File: src/rtl/sram_arb_if.sv
// Requester, SRAM-controller and completion signals of the two-port SRAM arbiter.
// The slave modport is the arbiter; the master modport is the environment around it.
interface sram_arb_if #(
    parameter int ADDR_W = 22,
    parameter int DATA_W = 16
);
    logic              iReq0;
    logic              iReq1;
    logic              iWrite0;
    logic              iWrite1;
    logic [ADDR_W-1:0] iAddr0;
    logic [ADDR_W-1:0] iAddr1;
    logic [DATA_W-1:0] iWrData0;
    logic [DATA_W-1:0] iWrData1;
    logic              oGnt0;
    logic              oGnt1;
    logic              oDone0;
    logic              oDone1;
    logic              oErr;
    logic [DATA_W-1:0] oRdData;
    logic [ADDR_W-1:0] oAddress;
    logic [DATA_W-1:0] oWrData;
    logic              oWrite;
    logic              oValidRequest;
    logic              iValidRead;
    logic [DATA_W-1:0] iRdData;

    modport slave (
        input  iReq0, iReq1, iWrite0, iWrite1, iAddr0, iAddr1, iWrData0, iWrData1,
        input  iValidRead, iRdData,
        output oGnt0, oGnt1, oDone0, oDone1, oErr, oRdData,
        output oAddress, oWrData, oWrite, oValidRequest
    );

    modport master (
        output iReq0, iReq1, iWrite0, iWrite1, iAddr0, iAddr1, iWrData0, iWrData1,
        output iValidRead, iRdData,
        input  oGnt0, oGnt1, oDone0, oDone1, oErr, oRdData,
        input  oAddress, oWrData, oWrite, oValidRequest
    );
endinterface

File: src/rtl/sram_arb.sv
// Round-robin arbiter giving two requesters one-at-a-time access to an SRAM controller.
// Latency: issue one cycle after request; write done at WR_CYCLES+2; no backpressure, requests wait in IDLE.
module sram_arb #(
    parameter int ADDR_W     = 22,
    parameter int DATA_W     = 16,
    parameter int WR_CYCLES  = 8,
    parameter int RD_TIMEOUT = 64
) (
    input  logic       iClock,
    input  logic       iReset,
    sram_arb_if.slave  bus
);
    typedef enum logic [2:0] {IDLE, ISSUE, WAIT_RD, WAIT_WR, DONE} state_t;

    localparam logic [7:0] WR_LAST = 8'(WR_CYCLES - 1);
    localparam logic [7:0] RD_LAST = 8'(RD_TIMEOUT - 1);

    state_t            state_q, state_d;
    logic              last_q, last_d;
    logic              sel_q, sel_d;
    logic              err_q, err_d;
    logic              wr_q, wr_d;
    logic [7:0]        cnt_q, cnt_d;
    logic [ADDR_W-1:0] addr_q, addr_d;
    logic [DATA_W-1:0] wdat_q, wdat_d;
    logic [DATA_W-1:0] rdat_q, rdat_d;
    logic              win;

    // Under contention the requester that was not served last goes first.
    always_comb begin
        win = bus.iReq1;
        if (bus.iReq0 && bus.iReq1) begin
            win = ~last_q;
        end
    end

    always_comb begin
        state_d = state_q;
        last_d  = last_q;
        sel_d   = sel_q;
        err_d   = err_q;
        wr_d    = wr_q;
        cnt_d   = cnt_q;
        addr_d  = addr_q;
        wdat_d  = wdat_q;
        rdat_d  = rdat_q;
        case (state_q)
            IDLE: begin
                if (bus.iReq0 || bus.iReq1) begin
                    state_d = ISSUE;
                    sel_d   = win;
                    last_d  = win;
                    err_d   = 1'b0;
                    wr_d    = win ? bus.iWrite1  : bus.iWrite0;
                    addr_d  = win ? bus.iAddr1   : bus.iAddr0;
                    wdat_d  = win ? bus.iWrData1 : bus.iWrData0;
                end
            end
            ISSUE: begin
                cnt_d   = 8'd0;
                state_d = wr_q ? WAIT_WR : WAIT_RD;
            end
            WAIT_WR: begin
                cnt_d = cnt_q + 8'd1;
                if (cnt_q == WR_LAST) begin
                    state_d = DONE;
                end
            end
            WAIT_RD: begin
                cnt_d = cnt_q + 8'd1;
                // Data arriving on the timeout cycle still counts as a good read.
                if (bus.iValidRead) begin
                    rdat_d  = bus.iRdData;
                    err_d   = 1'b0;
                    state_d = DONE;
                end else if (cnt_q == RD_LAST) begin
                    rdat_d  = '0;
                    err_d   = 1'b1;
                    state_d = DONE;
                end
            end
            DONE: begin
                state_d = IDLE;
            end
            default: begin
                state_d = IDLE;
            end
        endcase
    end

    always_ff @(posedge iClock or negedge iReset) begin
        if (!iReset) begin
            state_q <= IDLE;
            last_q  <= 1'b1;
            sel_q   <= 1'b0;
            err_q   <= 1'b0;
            wr_q    <= 1'b0;
            cnt_q   <= 8'd0;
            addr_q  <= '0;
            wdat_q  <= '0;
            rdat_q  <= '0;
        end else begin
            state_q <= state_d;
            last_q  <= last_d;
            sel_q   <= sel_d;
            err_q   <= err_d;
            wr_q    <= wr_d;
            cnt_q   <= cnt_d;
            addr_q  <= addr_d;
            wdat_q  <= wdat_d;
            rdat_q  <= rdat_d;
        end
    end

    assign bus.oGnt0         = (state_q != IDLE) && !sel_q;
    assign bus.oGnt1         = (state_q != IDLE) &&  sel_q;
    assign bus.oDone0        = (state_q == DONE) && !sel_q;
    assign bus.oDone1        = (state_q == DONE) &&  sel_q;
    assign bus.oErr          = (state_q == DONE) &&  err_q;
    assign bus.oValidRequest = (state_q == ISSUE);
    assign bus.oWrite        = wr_q;
    assign bus.oAddress      = addr_q;
    assign bus.oWrData       = wdat_q;
    assign bus.oRdData       = rdat_q;
endmodule

File: src/flat_wrapper.sv
// flat-port wrapper written by rule: the top's interface ports become plain ports
module sram_arb_flat 
#(
    parameter int ADDR_W     = 22,
    parameter int DATA_W     = 16,
    parameter int WR_CYCLES  = 8,
    parameter int RD_TIMEOUT = 64
)
  (iClock, iReset, bus_iReq0, bus_iReq1, bus_iWrite0, bus_iWrite1, bus_iAddr0, bus_iAddr1, bus_iWrData0, bus_iWrData1, bus_iValidRead, bus_iRdData, bus_oGnt0, bus_oGnt1, bus_oDone0, bus_oDone1, bus_oErr, bus_oRdData, bus_oAddress, bus_oWrData, bus_oWrite, bus_oValidRequest);
  sram_arb_if #(.ADDR_W(ADDR_W), .DATA_W(DATA_W)) bus_i ();
  input  logic iClock;
  input  logic iReset;
  input wire logic [$bits(bus_i.iReq0)-1:0] bus_iReq0;
  input wire logic [$bits(bus_i.iReq1)-1:0] bus_iReq1;
  input wire logic [$bits(bus_i.iWrite0)-1:0] bus_iWrite0;
  input wire logic [$bits(bus_i.iWrite1)-1:0] bus_iWrite1;
  input wire logic [$bits(bus_i.iAddr0)-1:0] bus_iAddr0;
  input wire logic [$bits(bus_i.iAddr1)-1:0] bus_iAddr1;
  input wire logic [$bits(bus_i.iWrData0)-1:0] bus_iWrData0;
  input wire logic [$bits(bus_i.iWrData1)-1:0] bus_iWrData1;
  input wire logic [$bits(bus_i.iValidRead)-1:0] bus_iValidRead;
  input wire logic [$bits(bus_i.iRdData)-1:0] bus_iRdData;
  output wire logic [$bits(bus_i.oGnt0)-1:0] bus_oGnt0;
  output wire logic [$bits(bus_i.oGnt1)-1:0] bus_oGnt1;
  output wire logic [$bits(bus_i.oDone0)-1:0] bus_oDone0;
  output wire logic [$bits(bus_i.oDone1)-1:0] bus_oDone1;
  output wire logic [$bits(bus_i.oErr)-1:0] bus_oErr;
  output wire logic [$bits(bus_i.oRdData)-1:0] bus_oRdData;
  output wire logic [$bits(bus_i.oAddress)-1:0] bus_oAddress;
  output wire logic [$bits(bus_i.oWrData)-1:0] bus_oWrData;
  output wire logic [$bits(bus_i.oWrite)-1:0] bus_oWrite;
  output wire logic [$bits(bus_i.oValidRequest)-1:0] bus_oValidRequest;
  assign bus_i.iReq0 = bus_iReq0;
  assign bus_i.iReq1 = bus_iReq1;
  assign bus_i.iWrite0 = bus_iWrite0;
  assign bus_i.iWrite1 = bus_iWrite1;
  assign bus_i.iAddr0 = bus_iAddr0;
  assign bus_i.iAddr1 = bus_iAddr1;
  assign bus_i.iWrData0 = bus_iWrData0;
  assign bus_i.iWrData1 = bus_iWrData1;
  assign bus_i.iValidRead = bus_iValidRead;
  assign bus_i.iRdData = bus_iRdData;
  assign bus_oGnt0 = bus_i.oGnt0;
  assign bus_oGnt1 = bus_i.oGnt1;
  assign bus_oDone0 = bus_i.oDone0;
  assign bus_oDone1 = bus_i.oDone1;
  assign bus_oErr = bus_i.oErr;
  assign bus_oRdData = bus_i.oRdData;
  assign bus_oAddress = bus_i.oAddress;
  assign bus_oWrData = bus_i.oWrData;
  assign bus_oWrite = bus_i.oWrite;
  assign bus_oValidRequest = bus_i.oValidRequest;
  sram_arb #(.ADDR_W(ADDR_W), .DATA_W(DATA_W), .WR_CYCLES(WR_CYCLES), .RD_TIMEOUT(RD_TIMEOUT)) u_core (.iClock(iClock), .iReset(iReset), .bus(bus_i));
endmodule
File: config.mk
export PLATFORM = sky130hd
export DESIGN_NAME = sram_arb_flat
export DESIGN_NICKNAME = d
export VERILOG_FILES = /design/src/rtl/sram_arb_if.sv /design/src/rtl/sram_arb.sv /design/src/flat_wrapper.sv
export SDC_FILE = /design/constraint.sdc
export NUM_CORES = 1
export LEC_CHECK = 0
export ABC_AREA = 1
export BUFFER_PORTS_ARGS = -buffer_cell sky130_fd_sc_hd__buf_2
export CORE_ASPECT_RATIO = 0.75
export CORE_UTILIZATION = 45
export CTS_CLUSTER_SIZE = 12
export DETAILED_ROUTE_END_ITERATION = 16
export GPL_TIMING_DRIVEN = 0
export PLACE_DENSITY = 0.9
export SLEW_MARGIN = 20
export SYNTH_ARGS = -nofsm -noshare
export SYNTH_HDL_FRONTEND = slang
export SYNTH_SLANG_ARGS = --single-unit
File: constraint.sdc
create_clock -name iClock -period 4.3 [get_ports iClock]
set_clock_uncertainty 0.1 [all_clocks]
set_input_delay 0.86 -clock iClock [delete_from_list [all_inputs] [get_ports iClock]]
set_output_delay 0.86 -clock iClock [all_outputs]
set_load 0.03 [all_outputs]
==> flow_summary.ini <==
[sta]
finalHoldViolations = 0
max_freq_ghz = 0.419
finalSetupViolations = 0
tns_ns = 0
slew_headroom_pct = 63.2
period_share_pct = 55.6
rsz0062_at_grt = no
worst_slew_pin_slew_ns = 0.552
period_minus_slack_ns = 2.39
drv_slew = 0

[floorplanning]
io_pins = 160
initial_utilization_pct = 46.7
rows = 26
die-height_um = 74.9
die_w_um = 99.2
core_area_um2 = 6830
fp.dieArea_um2 = 7430

[setup_path]
crit_arrival_ns = 1.43
endpoint_kind = output port
cp-start-kind = flip-flop
critPathRequiredTime_ns = 3.34
path_class = reg2out
r2r_cells = 6
worstPathMaxFanout = 6

[clocking]
tritoncts = yes
htree_levels = 3
insertion_delay_ns = 0.34
cts_buffers = 9
cts_setup_buffers = 0
clock_sinks = 69
clock-root-buffer = clkbuf_8
cts_resized = 0
ctsHoldBuffers = 0
clock_path_buffers = 2
clk_pin_slew_ns = 0.07

[power_and_ir_drop]
ir_drop_mv = 0.425
pwr-share-comb_pct = 51.8
p_int_uw = 1800
power_uw = 3440
pwr-share-seq_pct = 32.8
power.share.clock_pct = 15.4
swShare_pct = 47.8
switchingPower_uw = 1650
leakagePower_uw = 0.00234
p_per_area_nw_per_um2 = 798

[detailed_routing]
ant_nets = 0
num_vias = 3224
drt_first_iter_violations = 118
drc = 0
firstDrtPassIters = 4
wl_um = 8370
vias_per_cell = 4.98
post_drt_wl_per_cell_um = 12.9

[grt]
antenna_found_initial = 0
grt_pass1_vias = 3013
grt_max_degree = 41
grt_use_total_pct = 23.4
gr-total-overflow = 0
grt_pass1_wl_um = 13400

[logic_synthesis]
async_flop_share_pct = 100
yosysUniqueCellTypes = 27
synth_flop_cell = dfrtp_1
synthCells = 388
yosys_register_bits = 69
yosysWarnings = 0
synth_top_area_share_pct = 53.4
synth_edf_count = 0
synth_top_area_cell = dfrtp_1
syn_area_per_cell_um2 = 8.22
synth.area.top_cells = dfrtp_1 53%, nand2_1 13%, o21ai_0 7.4%
post-synth-top-count-cell = nand2_1
synth-seq-area-share_pct = 54.2
synth_common_cells = 114 x nand2_1, 68 x dfrtp_1, 53 x nor2_1
synthesis.area_um2 = 3190
synth_nets = 488

[place]
port-buffer-count = 159
dp_cells = 632
gp_congestion = 0.862
dp_hpwl_um = 6300

[layout]
syn_to_final_growth_pct = 35.3
drive_gt1_share_pct = 35.3
fin_cells = 648
antenna_cells = 0
fin_nets = 659

[outcome]
outcome = finished, final reports clean

[run]
cap_violations = 0

[worst_hold_path]
hp-class = in2async
==> state kept, by name, indices dropped and copies added (netlist names) <==
name                 cells
u_core.bus.oRdData      16
u_core.bus.oWrData      16
u_core.sel_q             1
u_core.bus.oWrite        1
u_core.cnt_q             8
u_core.state_q           3
u_core.bus.oAddress     22
u_core.err_q             1
u_core.last_q            1
==> power groups by stage <==
| stage | sequential [uW] | combinational [uW] | clock (uW) |
|---|---|---|---|
| detailed placement | 1130 | 1800 | 0 |
| global placement | 1120 | 1740 | 0 |
| finish | 1130 | 1790 | 529 |
| floorplan | 1630 | 752 | 0 |
| CTS | 1130 | 1800 | 542 |
| global route | 1170 | 1970 | 577 |
==> routing by layer <==
metal	routed length (um)	share of wire [%]	up-vias	GRT usage, %
met5	0	0	-	0
li1	-	-	1594	-
met3	511	6.1	10	6.78
met1	3670	44	1497	27.6
met4	119	1.4	0	6.54
met2	4070	49	123	42.4
==> worst max-delay path, cell delays in order (launching register included) <==
cell	delay, ns
dfrtp_1	0.45
inv_1	0.14
nand2_2	0.13
inv_1	0.09
nor2_1	0.08
buf_2	0.20
==> cell usage in the layout (no fill, tap or decap), types with 2 or more instances in the layout <==
cell	Yosys	final
dfrtp_1	68	68
o21ai_0	47	47
nor3_1	2	2
a21oi_1	3	3
buf_6	8	8
nand4_1	3	3
clkbuf_8	0	10
o21ai_1	39	39
nand2_2	2	2
inv_2	2	2
nand2_1	114	114
nor2_1	53	53
nand3_1	6	6
clkinv_4	0	2
buf_2	1	159
clkbuf_1	6	7
inv_1	19	19
nor2_2	3	3
buf_4	2	3
==> area by class of cell <==
type,count,area (um^2)
Clock buffer,11,141
Fill cell,573,2520
Timing Repair Buffer,160,818
Multi-Input combinational cell,280,1240
Buffer,18,138
Clock inverter,5,60.1
Tap cell,84,105
Inverter,21,78.8
Sequential cell,69,1730
==> per-stage QoR <==
step / hold WS (ns) / setup WS (ns) / instance area (um^2) / util [%]
2_1_floorplan: 0.350 / 2.14 / 3190 / -
3_3_place_gp: 0.350 / 1.98 / 4090 / 59.9
3_5_place_dp: 0.353 / 1.97 / 4110 / 60.2
4_1_cts: 0.342 / 1.89 / 4310 / 63.2
5_1_grt: 0.362 / 1.77 / 4310 / 63.2
6_report: 0.347 / 1.91 / 4310 / 63.2
==> path summary, 6_finish.rpt <==
check	startpoint	to	slack, ns
max in group asynchronous	iReset	u_core.last_q	3.15
setup / recovery	u_core.state_q[2]	bus_oGnt1	1.91
min in group iClock	u_core.bus.oRdData[8]	u_core.bus.oRdData[8]	0.37
setup reg to reg	u_core.last_q	u_core.bus.oWrData[13]	2.53
hold / removal	iReset	u_core.bus.oWrData[6]	0.35
hold reg to reg	u_core.bus.oRdData[8]	u_core.bus.oRdData[8]	0.37
==> logic make-up (layout without fill, tap and decap cells) <==
kind of cell	Yosys count	in the layout	share of synthesized area, %
simple gates	185	185	23.1
buf+inv	39	215	6.79
compound gates	94	94	15.5
fa+ha+maj	1	1	0.392
flops	69	69	54.2
(Power assumes the default switching activity.)
